### src/rtl/pkt_ingress_ctrl_pkg.sv
// Shared types and constants for the packet ingress controller slice.
// Imported by the framing controller and its write-pointer counter.
package pkt_ingress_ctrl_pkg;

    localparam int DEF_DATA_WIDTH = 64;
    localparam int DEF_CTRL_WIDTH = 8;
    localparam int DEF_ADDR_WIDTH = 8;

    // A NetFPGA ctrl value of zero marks a payload word.
    localparam logic [DEF_CTRL_WIDTH-1:0] CTRL_PAYLOAD = '0;

    typedef enum logic [2:0] {
        ST_IDLE,
        ST_HEADER,
        ST_PAYLOAD,
        ST_HOLD,
        ST_DROP
    } pkt_state_t;

endpackage

### src/rtl/pkt_wptr_cnt.sv
// Buffer write pointer and packet length counter.
// The low ADDR_WIDTH bits address the buffer; the extra bit lets a full buffer report its length.
module pkt_wptr_cnt
    import pkt_ingress_ctrl_pkg::*;
#(
    parameter int ADDR_WIDTH = DEF_ADDR_WIDTH
) (
    input  logic                  clk,
    input  logic                  rst,
    input  logic                  clr,
    input  logic                  inc,
    output logic [ADDR_WIDTH-1:0] wptr,
    output logic [ADDR_WIDTH:0]   count,
    output logic                  full
);

    localparam logic [ADDR_WIDTH:0] CNT_ONE = 1;

    always_ff @(posedge clk) begin
        if (!rst) begin
            count <= '0;
        end else if (clr) begin
            count <= '0;
        end else if (inc) begin
            count <= count + CNT_ONE;
        end
    end

    assign wptr = count[ADDR_WIDTH-1:0];
    assign full = &wptr;

endmodule

### src/rtl/pkt_ingress_ctrl.sv
// Frames the NetFPGA ctrl/data stream into buffer words and holds off the network
// while one complete packet sits in the buffer awaiting release by the processor.
module pkt_ingress_ctrl
    import pkt_ingress_ctrl_pkg::*;
#(
    parameter int DATA_WIDTH = DEF_DATA_WIDTH,
    parameter int CTRL_WIDTH = DEF_CTRL_WIDTH,
    parameter int ADDR_WIDTH = DEF_ADDR_WIDTH
) (
    input  logic                             clk,
    input  logic                             rst,
    input  logic [DATA_WIDTH-1:0]            in_data,
    input  logic [CTRL_WIDTH-1:0]            in_ctrl,
    input  logic                             in_wr,
    output logic                             in_rdy,
    output logic [CTRL_WIDTH+DATA_WIDTH-1:0] fifo_din,
    output logic                             fifo_wr,
    output logic [ADDR_WIDTH-1:0]            fifo_waddr,
    output logic                             net_allow,
    output logic                             first_word,
    output logic                             last_word,
    output logic                             pkt_ready,
    output logic [ADDR_WIDTH:0]              pkt_len,
    input  logic                             pkt_release,
    output logic                             pkt_drop
);

    localparam logic [ADDR_WIDTH:0] LEN_ONE = 1;

    pkt_state_t state, next_state;

    logic                  accept;
    logic                  is_payload;
    logic                  do_write;
    logic                  mark_first;
    logic                  mark_last;
    logic                  end_drop;
    logic                  drop_seen_pl;
    logic                  cnt_clr;
    logic [ADDR_WIDTH-1:0] wptr;
    logic [ADDR_WIDTH:0]   wr_count;
    logic                  wptr_full;

    pkt_wptr_cnt #(
        .ADDR_WIDTH(ADDR_WIDTH)
    ) u_cnt (
        .clk   (clk),
        .rst   (rst),
        .clr   (cnt_clr),
        .inc   (do_write),
        .wptr  (wptr),
        .count (wr_count),
        .full  (wptr_full)
    );

    always_comb begin
        next_state = state;
        accept     = in_wr & in_rdy;
        is_payload = (in_ctrl == CTRL_WIDTH'(CTRL_PAYLOAD));
        do_write   = 1'b0;
        mark_first = 1'b0;
        mark_last  = 1'b0;
        end_drop   = 1'b0;
        case (state)
            ST_IDLE: begin
                if (accept && !is_payload) begin
                    do_write   = 1'b1;
                    mark_first = 1'b1;
                    next_state = ST_HEADER;
                end
            end
            ST_HEADER: begin
                if (accept) begin
                    do_write = 1'b1;
                    if (wptr_full)
                        next_state = ST_DROP;
                    else if (is_payload)
                        next_state = ST_PAYLOAD;
                end
            end
            ST_PAYLOAD: begin
                // A terminating word is legal even in the last buffer slot.
                if (accept) begin
                    do_write = 1'b1;
                    if (!is_payload) begin
                        mark_last  = 1'b1;
                        next_state = ST_HOLD;
                    end else if (wptr_full) begin
                        next_state = ST_DROP;
                    end
                end
            end
            ST_HOLD: begin
                if (pkt_release)
                    next_state = ST_IDLE;
            end
            ST_DROP: begin
                if (accept && !is_payload && drop_seen_pl) begin
                    end_drop   = 1'b1;
                    next_state = ST_IDLE;
                end
            end
            default: next_state = ST_IDLE;
        endcase
        cnt_clr = (next_state == ST_IDLE);
    end

    always_ff @(posedge clk) begin
        if (!rst)
            state <= ST_IDLE;
        else
            state <= next_state;
    end

    // The overflowing word itself counts as the payload that precedes a discard tail.
    always_ff @(posedge clk) begin
        if (!rst)
            drop_seen_pl <= 1'b0;
        else if (state != ST_DROP)
            drop_seen_pl <= is_payload;
        else if (accept && is_payload)
            drop_seen_pl <= 1'b1;
    end

    always_ff @(posedge clk) begin
        if (!rst) begin
            fifo_din   <= '0;
            fifo_wr    <= 1'b0;
            fifo_waddr <= '0;
            first_word <= 1'b0;
            last_word  <= 1'b0;
            pkt_drop   <= 1'b0;
            in_rdy     <= 1'b1;
            net_allow  <= 1'b1;
            pkt_ready  <= 1'b0;
            pkt_len    <= '0;
        end else begin
            fifo_wr    <= do_write;
            first_word <= mark_first;
            last_word  <= mark_last;
            pkt_drop   <= end_drop;
            if (do_write) begin
                fifo_din   <= {in_ctrl, in_data};
                fifo_waddr <= wptr;
            end
            in_rdy    <= (next_state != ST_HOLD);
            net_allow <= (next_state != ST_HOLD);
            pkt_ready <= (next_state == ST_HOLD);
            if (mark_last)
                pkt_len <= wr_count + LEN_ONE;
            else if (next_state != ST_HOLD)
                pkt_len <= '0;
        end
    end

endmodule

### config.mk
export PLATFORM = sky130hd
export DESIGN_NAME = pkt_ingress_ctrl
export DESIGN_NICKNAME = d
export VERILOG_FILES = /design/src/rtl/pkt_ingress_ctrl_pkg.sv /design/src/rtl/pkt_wptr_cnt.sv /design/src/rtl/pkt_ingress_ctrl.sv
export SDC_FILE = /design/constraint.sdc
export NUM_CORES = 1
export LEC_CHECK = 0
export BUFFER_PORTS_ARGS = -buffer_cell sky130_fd_sc_hd__buf_2
export CAP_MARGIN = 20
export CORE_ASPECT_RATIO = 0.6
export CORE_MARGIN = 3
export CORE_UTILIZATION = 40
export DETAILED_ROUTE_END_ITERATION = 10
export PLACE_DENSITY = 0.71
export SLEW_MARGIN = 20
export SYNTH_ARGS = -nofsm -noshare
export SYNTH_HDL_FRONTEND = slang
export SYNTH_SLANG_ARGS = --single-unit
### constraint.sdc
create_clock -name clk -period 1.7 [get_ports clk]
set_input_delay 0.085 -clock clk [delete_from_list [all_inputs] [get_ports clk]]
set_output_delay 0.085 -clock clk [all_outputs]
set_load 0.05 [all_outputs]
# == After elaboration in Yosys (flattened, before gate mapping) ==
# Index checks and enable logic that the tools add are counted.
# word_totals
regBits,108
inputBits,76
out_inout_bits,96
word_cells,57
# op_classes
add_sub_neg,1
n_eq_ne,7
muxes,21
bitwise_logic,2
reduce_logical,14
# op_table
operator,count
2-to-1 mux 3 bit,9
2-to-1 mux 9 bit,2
one-hot mux 3 bit (5 select lines),1
"adder 9 x 1 -> 9 bit, second input constant",1
"== test 3 x 2 -> 1 bit, second input constant",3
zero test 8 bit,1
2-to-1 mux 1 bit,8
AND reduction 8 bit,1
zero test 3 bit,2
AND reduction 2 bit,2
nonzero test 2 bit,2
OR reduction 2 bit,2
"== test 3 x 1 -> 1 bit, second input constant",1
"== test 3 bit, second input constant",1
logical AND 1 bit,3
"!= test 3 x 2 -> 1 bit, second input constant",1
"!= test 3 bit, second input constant",1
one-hot mux 1 bit (2 select lines),1
bitwise AND 1 bit,1
zero test 1 bit,1
inverter 1 bit,1

# == Depth between registers and ports, before layout ==
# Gate-level depths: netlist of run 1.
# depth
ltp_word,9
mapped_depth,7
depth_no_buf,6

# == Modules after synthesis ==
# Synthesis of run 1 repeated with hierarchy kept, for this count alone.
# hier_totals
cells_unflattened,508
area_unflattened_um2,4591.9
# modules_own_cells
mod,instances,cells_per_inst,area_each_um2,seq_area_each_um2
pkt_ingress_ctrl,1,455,4131.5,1981.9
pkt_wptr_cnt,1,53,460.4,180.2

# == Worst setup path after synthesis of run 1 ==
# No wires, ideal clock.
# synth_timing
path_kind,flip-flop to flip-flop
startpoint,register net_allow (netlist name)
endpoint,register u_cnt.count[1]
setup_time_ns,0.143
arrival_ns,1.831
required_time_ns,1.557
path_slack_ns,-0.274
stages_incl_launch_ff,6
n_path_buf,0
period_less_slack_ns,1.974
cell_sequence,dfxtp_1 -> nand2_1 -> a21oi_1 -> o21ai_0 -> a21oi_1 -> a32oi_2
# synth_lines
item,line,text
to (signal assigned),pkt_wptr_cnt.sv:25,count <= count + CNT_ONE;
to (decl),pkt_wptr_cnt.sv:13,"output logic [ADDR_WIDTH:0] count,"

# == Worst setup path in the final report of run 1 ==
# layout_timing
startpoint,register u_cnt.count[0]
endpoint,register u_cnt.count[2]
# layout_between
elab_chain_len,7
word_cells_on_any_way,10
classes_between,add/sub (1); mux (6); reduce/logical (3)
# layout_lines
item,line,text
AND reduction 8 bit,pkt_wptr_cnt.sv:30,assign full = &wptr;
2-to-1 mux 3 bit,pkt_ingress_ctrl.sv:88,end else if (wptr_full) begin
2-to-1 mux 3 bit,pkt_ingress_ctrl.sv:85,if (!is_payload) begin
2-to-1 mux 3 bit,pkt_ingress_ctrl.sv:83,if (accept) begin
one-hot mux 3 bit (5 select lines),pkt_ingress_ctrl.sv:64,case (state)
zero test 3 bit,pkt_ingress_ctrl.sv:105,cnt_clr = (next_state == ST_IDLE);
OR reduction 2 bit (no source line),--,
# Parallel ways exist; a longest one is shown, timed or not.
# A chain may end at the register's enable or synchronous reset.

==> reports/results.ini, run 1 <==
[run_status]
outcome = finished, violations left
violations = setup timing

[finish]
n_antenna_cell = 0
fin_nets = 815
area_delta_synth_final_pct = 57.2
n_fill_cell = 770
final_core_util = 0.660
layout-drive-gt1-share = 0.339

[synthesis]
yosysSeqAreaShare = 0.512
synthCells = 487
synth_top_flop_cell = dfxtp_1
ys_ff_latch = 108
synth_edf_count = 0
syn_area_um2 = 4220
syn_area_per_cell_um2 = 8.67
synth.top_cell.area_share = 0.512
yosysUniqueCellTypes = 42
synth_area_leader_cell = dfxtp_1
synthTopCellsByArea = dfxtp_1 (51%), nand2_1 (16%), a21boi_1 (14%)
yosysWarnings = 0
async_reset_ff_frac = 0
synth.net_count = 564

[detailed_routing]
wl_per_cell_um = 15.0
drcViolationCount = 0
wirelength_um = 13200
dr_total_vias = 4363
vias_per_cell = 4.97
drt_pass1_iterations = 5
drt_iter0_drc = 269
ant_nets = 0

[setup_path]
worstPathCellList = ha_2 -> nand3_1 -> or2_4 -> a31oi_4 -> a21o_1 -> a31oi_1
critical_path_buf_inv_count = 0
required_ns = 1.91
max_stage_delay_ns = 0.36
crit_family = compound AO/OA/AOI/OAI gates
cp-end-kind = flop
crit_slowest_cell = dfxtp_1
critPathLaunchType = flop
critical_path_arrival_ns = 1.95
crit_type = reg2reg
cp_max_fo = 5

[sta]
hold_viol_final = 0
setup_ws_ns = -0.0390
period_needed_ns = 1.74
fin_tns_setup_ns = -0.0527
max_freq_ghz = 0.575
rsz0062_at_grt = true
tightest_slew_ns = 0.534
drv_slew = 0
post-route-period-util = 1.02
max_slew_margin = 0.641
setup_viol = 4
fin_skew_ns = 0.0100

[placement]
dp_hpwl_um = 8050
finalWeightedCongestion = 0.820
portBuffers = 171

[clock_tree]
cts_tree = done
cts.sinks = 108
clockRootBuffer = clkbuf_16
htreeDepth = 3
clk-insertion-delay-late_ns = 0.34
clockBufferDepth = 2
cts_inserted_buffers = 9
clk_pin_slew_ns = 0.07

[grt]
gr-total-overflow = 0
grt_pass1_vias = 4168
antenna_found_initial = 0
grt_first_pass_wirelength_um = 19800
grt_max_degree = 55
gr-usage-all-layers = 0.200

[floorplanning]
die_height_um = 85.6
core_area_um2 = 10100
num_io_pins = 172
dieWidth_um = 139
die-area_um2 = 11900
row_count = 28
start_util = 0.420

[power_and_ir_drop]
p_leak_uw = 0.00302
finalPower_uw = 6030
peakVddDrop_v = 0.000595
p_per_area_nw_per_um2 = 908

[job]
drv_cap = 0

[hold_path]
hold_path.class = in2reg

-- final timing paths --
| check | end | slack (ns) | from | depth (start not counted) |
|---|---|---|---|---|
| worst max-delay path | u_cnt.count[2] | -0.04 | u_cnt.count[0] | 6 |
| worst min register to register | fifo_din[33] | 0.45 | fifo_din[33] | 2 |
| worst min-delay path | fifo_din[69] | 0.02 | in_ctrl[5] | 3 |
| worst max register to register | u_cnt.count[2] | -0.04 | u_cnt.count[0] | 6 |
-- worst reg2reg max path: cells and delay by family (launching register included) --
family	cells	cell delay, ns
flops	1	0.36
compound gates	3	0.60
simple gates	2	0.46
fa+ha+maj	1	0.19
-- cells by family after synthesis --
logic type / share of synthesized area
and+or+nand+nor: 0.208
AOI/OAI and AO/OA: 0.206
DFF: 0.512
buffers and inverters: 0.0406
xor gates and xnor gates: 0.0311
adders and majority gates: 0.00296
-- synthesized netlist by cell type (2+ instances only) --
library cell	instances
xnor2_1	9
a31oi_1	9
a21boi_1	80
nor2_1	8
buf_4	3
xor2_1	6
dfxtp_1	108
clkbuf_1	20
and2_1	3
nor4_4	2
inv_1	5
a21oi_1	4
nor2b_1	2
a22oi_1	2
buf_2	11
nand2_1	178
nand3_1	5
o21ai_0	8
-- registers in the layout, indices dropped and copies added, names as in the netlist --
| name | count |
|---|---|
| drop_seen_pl | 1 |
| fifo_din | 72 |
| fifo_waddr | 8 |
| fifo_wr | 1 |
| first_word | 1 |
| last_word | 1 |
| net_allow | 1 |
| pkt_drop | 1 |
| pkt_len | 9 |
| pkt_ready | 1 |
| state | 3 |
| u_cnt.count | 9 |
-- repair_timing --
action,in CTS,in global routing
buffers inserted,1,5
setup endpoints to repair,44,39
hold buffers,68,0
cloned,0,4
pin swaps,1,6
gates resized for setup,4,24
endpoints found under the hold margin,68,0
-- placed cells by master (no fill, tap or decap), types with 3 or more instances in the layout --
| cell type | count |
|---|---|
| a31oi_1 | 6 |
| buf_2 | 171 |
| dlygate4sd3_1 | 68 |
| buf_12 | 7 |
| nor2_1 | 6 |
| nand3_1 | 5 |
| a21boi_1 | 78 |
| o21ai_0 | 6 |
| and2_1 | 3 |
| buf_4 | 22 |
| nand2_1 | 177 |
| inv_1 | 5 |
| clkbuf_16 | 12 |
| dfxtp_1 | 104 |
| xnor2_1 | 9 |
| xor2_1 | 6 |
| a31oi_4 | 3 |
-- metrics by stage --
step | hold WS (ns) | worst slack, ns | cells | instance area [µm²]
2_1_floorplan | 0.220 | 0.0310 | 487 | 4240
3_3_place_gp | 0.322 | -0.00173 | 784 | 5360
3_5_place_dp | 0.331 | -0.0276 | 784 | 5360
4_1_cts | 0.00449 | 0.00580 | 869 | 6380
5_1_grt | 0.0155 | -0.0933 | 878 | 6640
6_report | 0.0157 | -0.0390 | 878 | 6640
-- area by class of cell --
| cell class | count | area [µm²] | area share |
|---|---|---|---|
| Inverter | 5 | 18.8 | 0.00283 |
| Multi-Input combinational cell | 341 | 2020 | 0.304 |
| Clock buffer | 9 | 225 | 0.0339 |
| Tap cell | 135 | 169 | 0.0254 |
| Sequential cell | 108 | 2170 | 0.327 |
| Clock inverter | 7 | 96.3 | 0.0145 |
| Timing Repair Buffer | 273 | 1940 | 0.292 |
-- layer usage --
metal / vias to the layer above / part of all wire / GRT usage
met4: 0 / 0.0082 / 0.0497
met1: 2075 / 0.44 / 0.253
li1: 2103 / - / -
met3: 13 / 0.083 / 0.0680
met5: - / 0 / 0
met2: 172 / 0.46 / 0.336
-- report_power, final --
part | internal, µW | switching [µW] | total [µW]
combinational | 415 | 688 | 1100
clock | 1300 | 936 | 2240
sequential | 2630 | 58.8 | 2690
total | 4350 | 1680 | 6030
Note: power is estimated with default switching activity, not from simulation.
==> run 2, diff against run 1 <==
--- a/config.mk
+++ b/config.mk
@@ -8,7 +8,7 @@
 export BUFFER_PORTS_ARGS = -buffer_cell sky130_fd_sc_hd__buf_2
 export CAP_MARGIN = 20
 export CORE_ASPECT_RATIO = 0.6
-export CORE_MARGIN = 3
+export CORE_MARGIN = 8
 export CORE_UTILIZATION = 40
 export DETAILED_ROUTE_END_ITERATION = 10
 export PLACE_DENSITY = 0.71
==> run 2 against run 1 <==
Net effect:
- the run still ends with setup timing left
- cell count up 0.11%
- clock skew fell by 0.0024 ns
- wire length up 7.5%
- sequential share of layout area up 0.31 points
- total power grew 0.66%
- sequential power is essentially flat
- register-to-register slack better by 0.04 ns
- worst setup slack better by 0.037 ns
- global-route usage fell by 1.4 points
- first-iteration DRC count rose by 3.0%
- critical path depth unchanged
- count of clock-buffer cells in the layout grew 2
==> reports/results.ini, run 2 (synthesis results as in run 1) <==
[run_status]
outcome = finished, violations left
violations = setup timing

[floorplanning]
start_util = 0.406
row_count = 29
num_io_pins = 172
die_height_um = 95.6
die-area_um2 = 14200
dieWidth_um = 149
core_area_um2 = 10400

[setup_path]
crit_type = reg2reg
reg2reg_slack_ns = -0.002
critical_path_arrival_ns = 1.94
cp-end-kind = flop
required_ns = 1.94
critPathLaunchType = flop
cp_max_fo = 24
max_stage_delay_ns = 0.45
crit_slowest_cell = a311o_2
worstPathCellList = nand3b_1 -> a311o_2 -> buf_4 -> buf_12 -> nand2_1 -> a21boi_2

[clock_tree]
clockRootBuffer = clkbuf_16
cts.sinks = 108
clk-insertion-delay-late_ns = 0.34
cts_inserted_buffers = 9
htreeDepth = 3
cts_tree = done
clk_pin_slew_ns = 0.07
clockBufferDepth = 2

[grt]
gr-usage-all-layers = 0.187
gr-total-overflow = 0
grt_max_degree = 57
grt_first_pass_wirelength_um = 21700
grt_pass1_vias = 4324
antenna_found_initial = 0

[placement]
placed_area_um2 = 5350
dpl.cell_count = 787
dp_hpwl_um = 9030
portBuffers = 171
finalWeightedCongestion = 0.865

[finish]
area_delta_synth_final_pct = 56.0
n_antenna_cell = 0
final_common_cell = nand2_1
top_register = fifo_din
final_cell_mix = nand2_1 (177), buf_2 (171), dfxtp_1 (104), a21boi_1 (74), dlygate4sd3_1 (63)
largest_reg_flops = 72
fin_nets = 812
stdcell_area_um2 = 6590
final_cells = 879
largestRegisters = fifo_din x72, pkt_len x9, u_cnt.count x9
layout-drive-gt1-share = 0.351

[power_and_ir_drop]
power_frac_seq = 0.443
intPower_uw = 4400
switchingPower_uw = 1670
combPwrFrac = 0.179
peakVddDrop_v = 0.000572
p_per_area_nw_per_um2 = 921
swShare = 0.275
p_leak_uw = 0.00298
clkPwrFrac = 0.378

[sta]
rsz0062_at_grt = true
fin_skew_ns = 0.00760
setup_viol = 1
drv_slew = 0
max_slew_margin = 0.640
tightest_slew_ns = 0.536
hold_viol_final = 0
period_needed_ns = 1.70
setup_ws_ns = -0.00169
max_freq_ghz = 0.588
whs_ns = 0.0115
post-route-period-util = 1.00

[detailed_routing]
dr_total_vias = 4331
vias_per_cell = 4.93
wl_per_cell_um = 16.1
drt_pass1_iterations = 5
ant_nets = 0
drt_iter0_drc = 277
drcViolationCount = 0
wirelength_um = 14200

[job]
drv_cap = 0

[hold_path]
hold_path.class = in2reg

[run 2: changes by cell type in the layout (fill, tap and decap cells not counted), sizes merged]
cell	before	now
buf	202	206
clkinv	3	1
clkinvlp	0	2
inv	7	5
dlygate4sd3	68	63
[run 2: cell type report]
cell class                 count  area [µm²]
timing repair buffer         270        1830
clock buffer                  11         253
inverter                       5        18.8
multi-input combinational    341        2060
clock inverter                 5        83.8
tap                          139         174
sequential                   108        2180
fill                         824        3820
[run 2: path summary, 6_finish.rpt]
check                           depth (start not counted)      endpoint          from
worst max-delay path                                    6  fifo_din[24]      state[2]
worst min-delay path                                    3  fifo_din[16]   in_data[16]
worst max register to register                          6  fifo_din[24]      state[2]
worst min register to register                          2  fifo_din[12]  fifo_din[12]
[run 2: metal layers]
metal  routed length [µm]  GRT usage  vias up  share of wire
met1                 5720      0.217     2006           0.40
met3                 1520     0.0853       25           0.11
met2                 6670      0.308      196           0.47
li1                     -          -     2104              -
met4                  255     0.0540        0          0.018
met5                    0          0        -              0
[run 2: power by group through the flow]
| stage | combinational [µW] | clock [µW] | sequential [µW] |
|---|---|---|---|
| floorplan | 259 | 0 | 3100 |
| global placement | 887 | 0 | 2740 |
| detailed placement | 903 | 0 | 2750 |
| CTS | 1030 | 2360 | 2690 |
| global route | 1150 | 2440 | 2700 |
| finish | 1080 | 2290 | 2690 |
[run 2: worst max-delay path: cells and delay by family (launching register included)]
family                 cells  cell delay (ns)
and+or+nand+nor            2             0.35
AOI/OAI and AO/OA          2             0.52
buffers and inverters      2             0.34
DFF                        1             0.37
[run 2: stage by stage]
step / setup slack (ns) / setup TNS, ns / total power (µW) / util
6_report: -0.00169 / -0.00169 / 6070 / 0.633
3_3_place_gp: 0.0195 / 0 / 3630 / 0.514
4_1_cts: -0.0330 / -0.180 / 6080 / 0.614
5_1_grt: -0.0729 / -0.529 / 6300 / 0.633
3_5_place_dp: -0.127 / -1.60 / 3650 / 0.514
2_1_floorplan: 0.0310 / 0 / 3360 / -
[run 2: what timing repair did]
item / 4_1_cts / 5_1_grt
buffers inserted: 2 / 10
hold endpoints to repair: 63 / 0
setup endpoints to repair: 74 / 65
hold buffers: 63 / 0
gates cloned: 1 / 0
pin swaps: 3 / 3
resized for setup: 11 / 25
==> run 3, diff against run 2 <==
--- a/config.mk
+++ b/config.mk
@@ -5,13 +5,16 @@
 export SDC_FILE = /design/constraint.sdc
 export NUM_CORES = 1
 export LEC_CHECK = 0
+export ABC_AREA = 1
 export BUFFER_PORTS_ARGS = -buffer_cell sky130_fd_sc_hd__buf_2
 export CAP_MARGIN = 20
 export CORE_ASPECT_RATIO = 0.6
 export CORE_MARGIN = 8
 export CORE_UTILIZATION = 40
 export DETAILED_ROUTE_END_ITERATION = 10
-export PLACE_DENSITY = 0.71
+export GPL_ROUTABILITY_DRIVEN = 0
+export PLACE_DENSITY = 0.72
+export SKIP_CTS_REPAIR_TIMING = 1
 export SLEW_MARGIN = 20
 export SYNTH_ARGS = -nofsm -noshare
 export SYNTH_HDL_FRONTEND = slang
==> run 3 against run 2 <==
Net effect:
- the run ends with hold timing left
- highest routed layer unchanged
- die area is 3.6% lower
- sequential share of layout area up 3.4 points
- clock power shrank 9.2%
- largest cell class unchanged
- first-iteration DRC count is 0.72% higher
- core utilization shrank 2.8 points
- synthesized cell count up 6.6%
- total power rose by 8.4%
- critical path type unchanged
- maximum frequency increased by 2.6%
- sequential power is 5% higher
- register-to-register slack gained 0.04 ns
- worst hold slack got worse by 0.039 ns
- combinational power is 55% higher
==> reports/results.ini, run 3 <==
[synthesis]
synth_area_leader_cell = dfxtp_1
async_reset_ff_frac = 0
synth.top_cell.area_share = 0.534
syn_area_per_cell_um2 = 7.80
synthTopCellsByArea = dfxtp_1 (53%), nor2_1 (15%), o21ai_0 (11%)
yosysWarnings = 0
synthCells = 519
yosysUniqueCellTypes = 22
syn_area_um2 = 4050
post-synth-top-count-cell = nor2_1
synth_top_flop_cell = dfxtp_1
yosysSeqAreaShare = 0.534
synth.net_count = 596
synth_common_cells = nor2_1 (164), dfxtp_1 (108), o21ai_0 (88), nand2_1 (44), inv_1 (32)
ys_ff_latch = 108
synth_edf_count = 0

[job]
drv_cap = 0

[power_and_ir_drop]
finalPower_uw = 6580
p_per_area_nw_per_um2 = 1110
peakVddDrop_v = 0.000658
p_leak_uw = 0.00297

[setup_path]
critical_path_arrival_ns = 1.89
crit_type = reg2reg
cp_max_fo = 53
rr_worst_depth = 8
required_ns = 1.94
reg2reg_slack_ns = 0.04
cp-end-kind = flop
critPathLaunchType = flop

[detailed_routing]
dr_total_vias = 4222
wirelength_um = 13600
drt_pass1_iterations = 5
wl_per_cell_um = 15.5
drcViolationCount = 0
drt_iter0_drc = 279
vias_per_cell = 4.81
ant_nets = 0

[finish]
final_cells = 878
largestRegisters = fifo_din x72, pkt_len x9, u_cnt.count x9
fin_nets = 816
layout-drive-gt1-share = 0.308
seqCellArea_um2 = 2170
n_antenna_cell = 0
n_fill_cell = 832
top_register = fifo_din
largest_reg_flops = 72
multi_input_area_um2 = 1590
final_common_cell = buf_2
final_cell_mix = buf_2 (171), nor2_1 (162), dfxtp_1 (104), o21ai_0 (87), dlygate4sd3_1 (53)
area_delta_synth_final_pct = 47.1

[placement]
dp_hpwl_um = 8790
portBuffers = 171
dpl.cell_count = 806
dp_slack_ns = -0.0359

[floorplanning]
start_util = 0.411
die_height_um = 93.9
core_area_um2 = 9840
num_io_pins = 172
dieWidth_um = 146
die-area_um2 = 13700
row_count = 28

[clock_tree]
cts.sinks = 108
clockBufferDepth = 2
cts_inserted_buffers = 9
clk-insertion-delay-late_ns = 0.34
clk_pin_slew_ns = 0.07
cts_tree = done
htreeDepth = 3
clockRootBuffer = clkbuf_16

[sta]
period_needed_ns = 1.66
max_freq_ghz = 0.603
drv_slew = 0
tightest_slew_ns = 0.350
setup_ws_ns = 0.0418
max_slew_margin = 0.767
post-route-period-util = 0.975
fin_skew_ns = 0.00840
whs_ns = -0.0279
setup_viol = 0
hold_viol_final = 10
fin_tns_setup_ns = 0

[run_status]
outcome = finished, violations left
violations = hold timing

[grt]
antenna_found_initial = 0
grt_first_pass_wirelength_um = 19000
gr-usage-all-layers = 0.170
grt_max_degree = 54
gr-total-overflow = 0
grt_pass1_vias = 3830

[hold_path]
worstHoldPathCells = 3
hold_path.class = in2reg

[run 3: cell count changes after synthesis, sizes merged, moves of 10 or more]
cell / change
nand2: -132
a21boi: -81
o21ai: +86
a31oi: -10
nor2: +159
inv: +32
[run 3: cells by family (layout without fill, tap and decap cells)]
kind of cell               count (synthesis)  count (layout)  share of synthesized area
DFF                                      108             108                      0.534
buffers and inverters                     68             292                     0.0804
adders and majority gates                  1               1                    0.00309
xor gates and xnor gates                   8               8                     0.0173
AOI/OAI and AO/OA                        108             108                      0.146
and+or+nand+nor                          226             226                      0.219
[run 3: power by group]
| group | total (µW) | leakage [µW] | internal (µW) | switching [µW] |
|---|---|---|---|---|
| Sequential | 2830 | 0.000892 | 2730 | 100 |
| Clock | 2080 | 0.000138 | 1170 | 910 |
| Combinational | 1670 | 0.00194 | 468 | 1200 |
| Total | 6580 | 0.00297 | 4370 | 2210 |
[run 3: per-stage QoR]
stage           util  cell area (µm²)
2_1_floorplan      -             4050
3_3_place_gp   0.509             5010
3_5_place_dp   0.509             5010
4_1_cts        0.539             5300
5_1_grt        0.605             5950
6_report       0.605             5950
[run 3: final timing paths]
kind / endpoint / start
min reg2reg: pkt_len[8] / pkt_len[8]
max reg2reg: fifo_din[37] / state[0]
max: fifo_din[37] / state[0]
min: fifo_din[29] / in_data[29]
[run 3: routing by layer]
layer	GRT usage	vias up	part of all wire
li1	-	2080	-
met1	0.203	1913	0.42
met2	0.262	211	0.46
met3	0.0861	18	0.11
met4	0.0543	0	0.015
met5	0	-	0
[run 3: layout make-up]
class / instances / area share
Timing Repair Buffer: 239 / 0.266
Clock inverter: 4 / 0.00841
Clock buffer: 11 / 0.0408
Inverter: 38 / 0.0252
Sequential cell: 108 / 0.364
Multi-Input combinational cell: 343 / 0.267
Tap cell: 135 / 0.0284
[run 3: critical path, stage by stage, from the launching register on]
cell	delay (ns)
dfxtp_2	0.37
inv_2	0.06
nand3_1	0.14
inv_1	0.10
o21ai_2	0.16
nand2_4	0.15
buf_12	0.20
o21ai_0	0.28
nor2_1	0.07
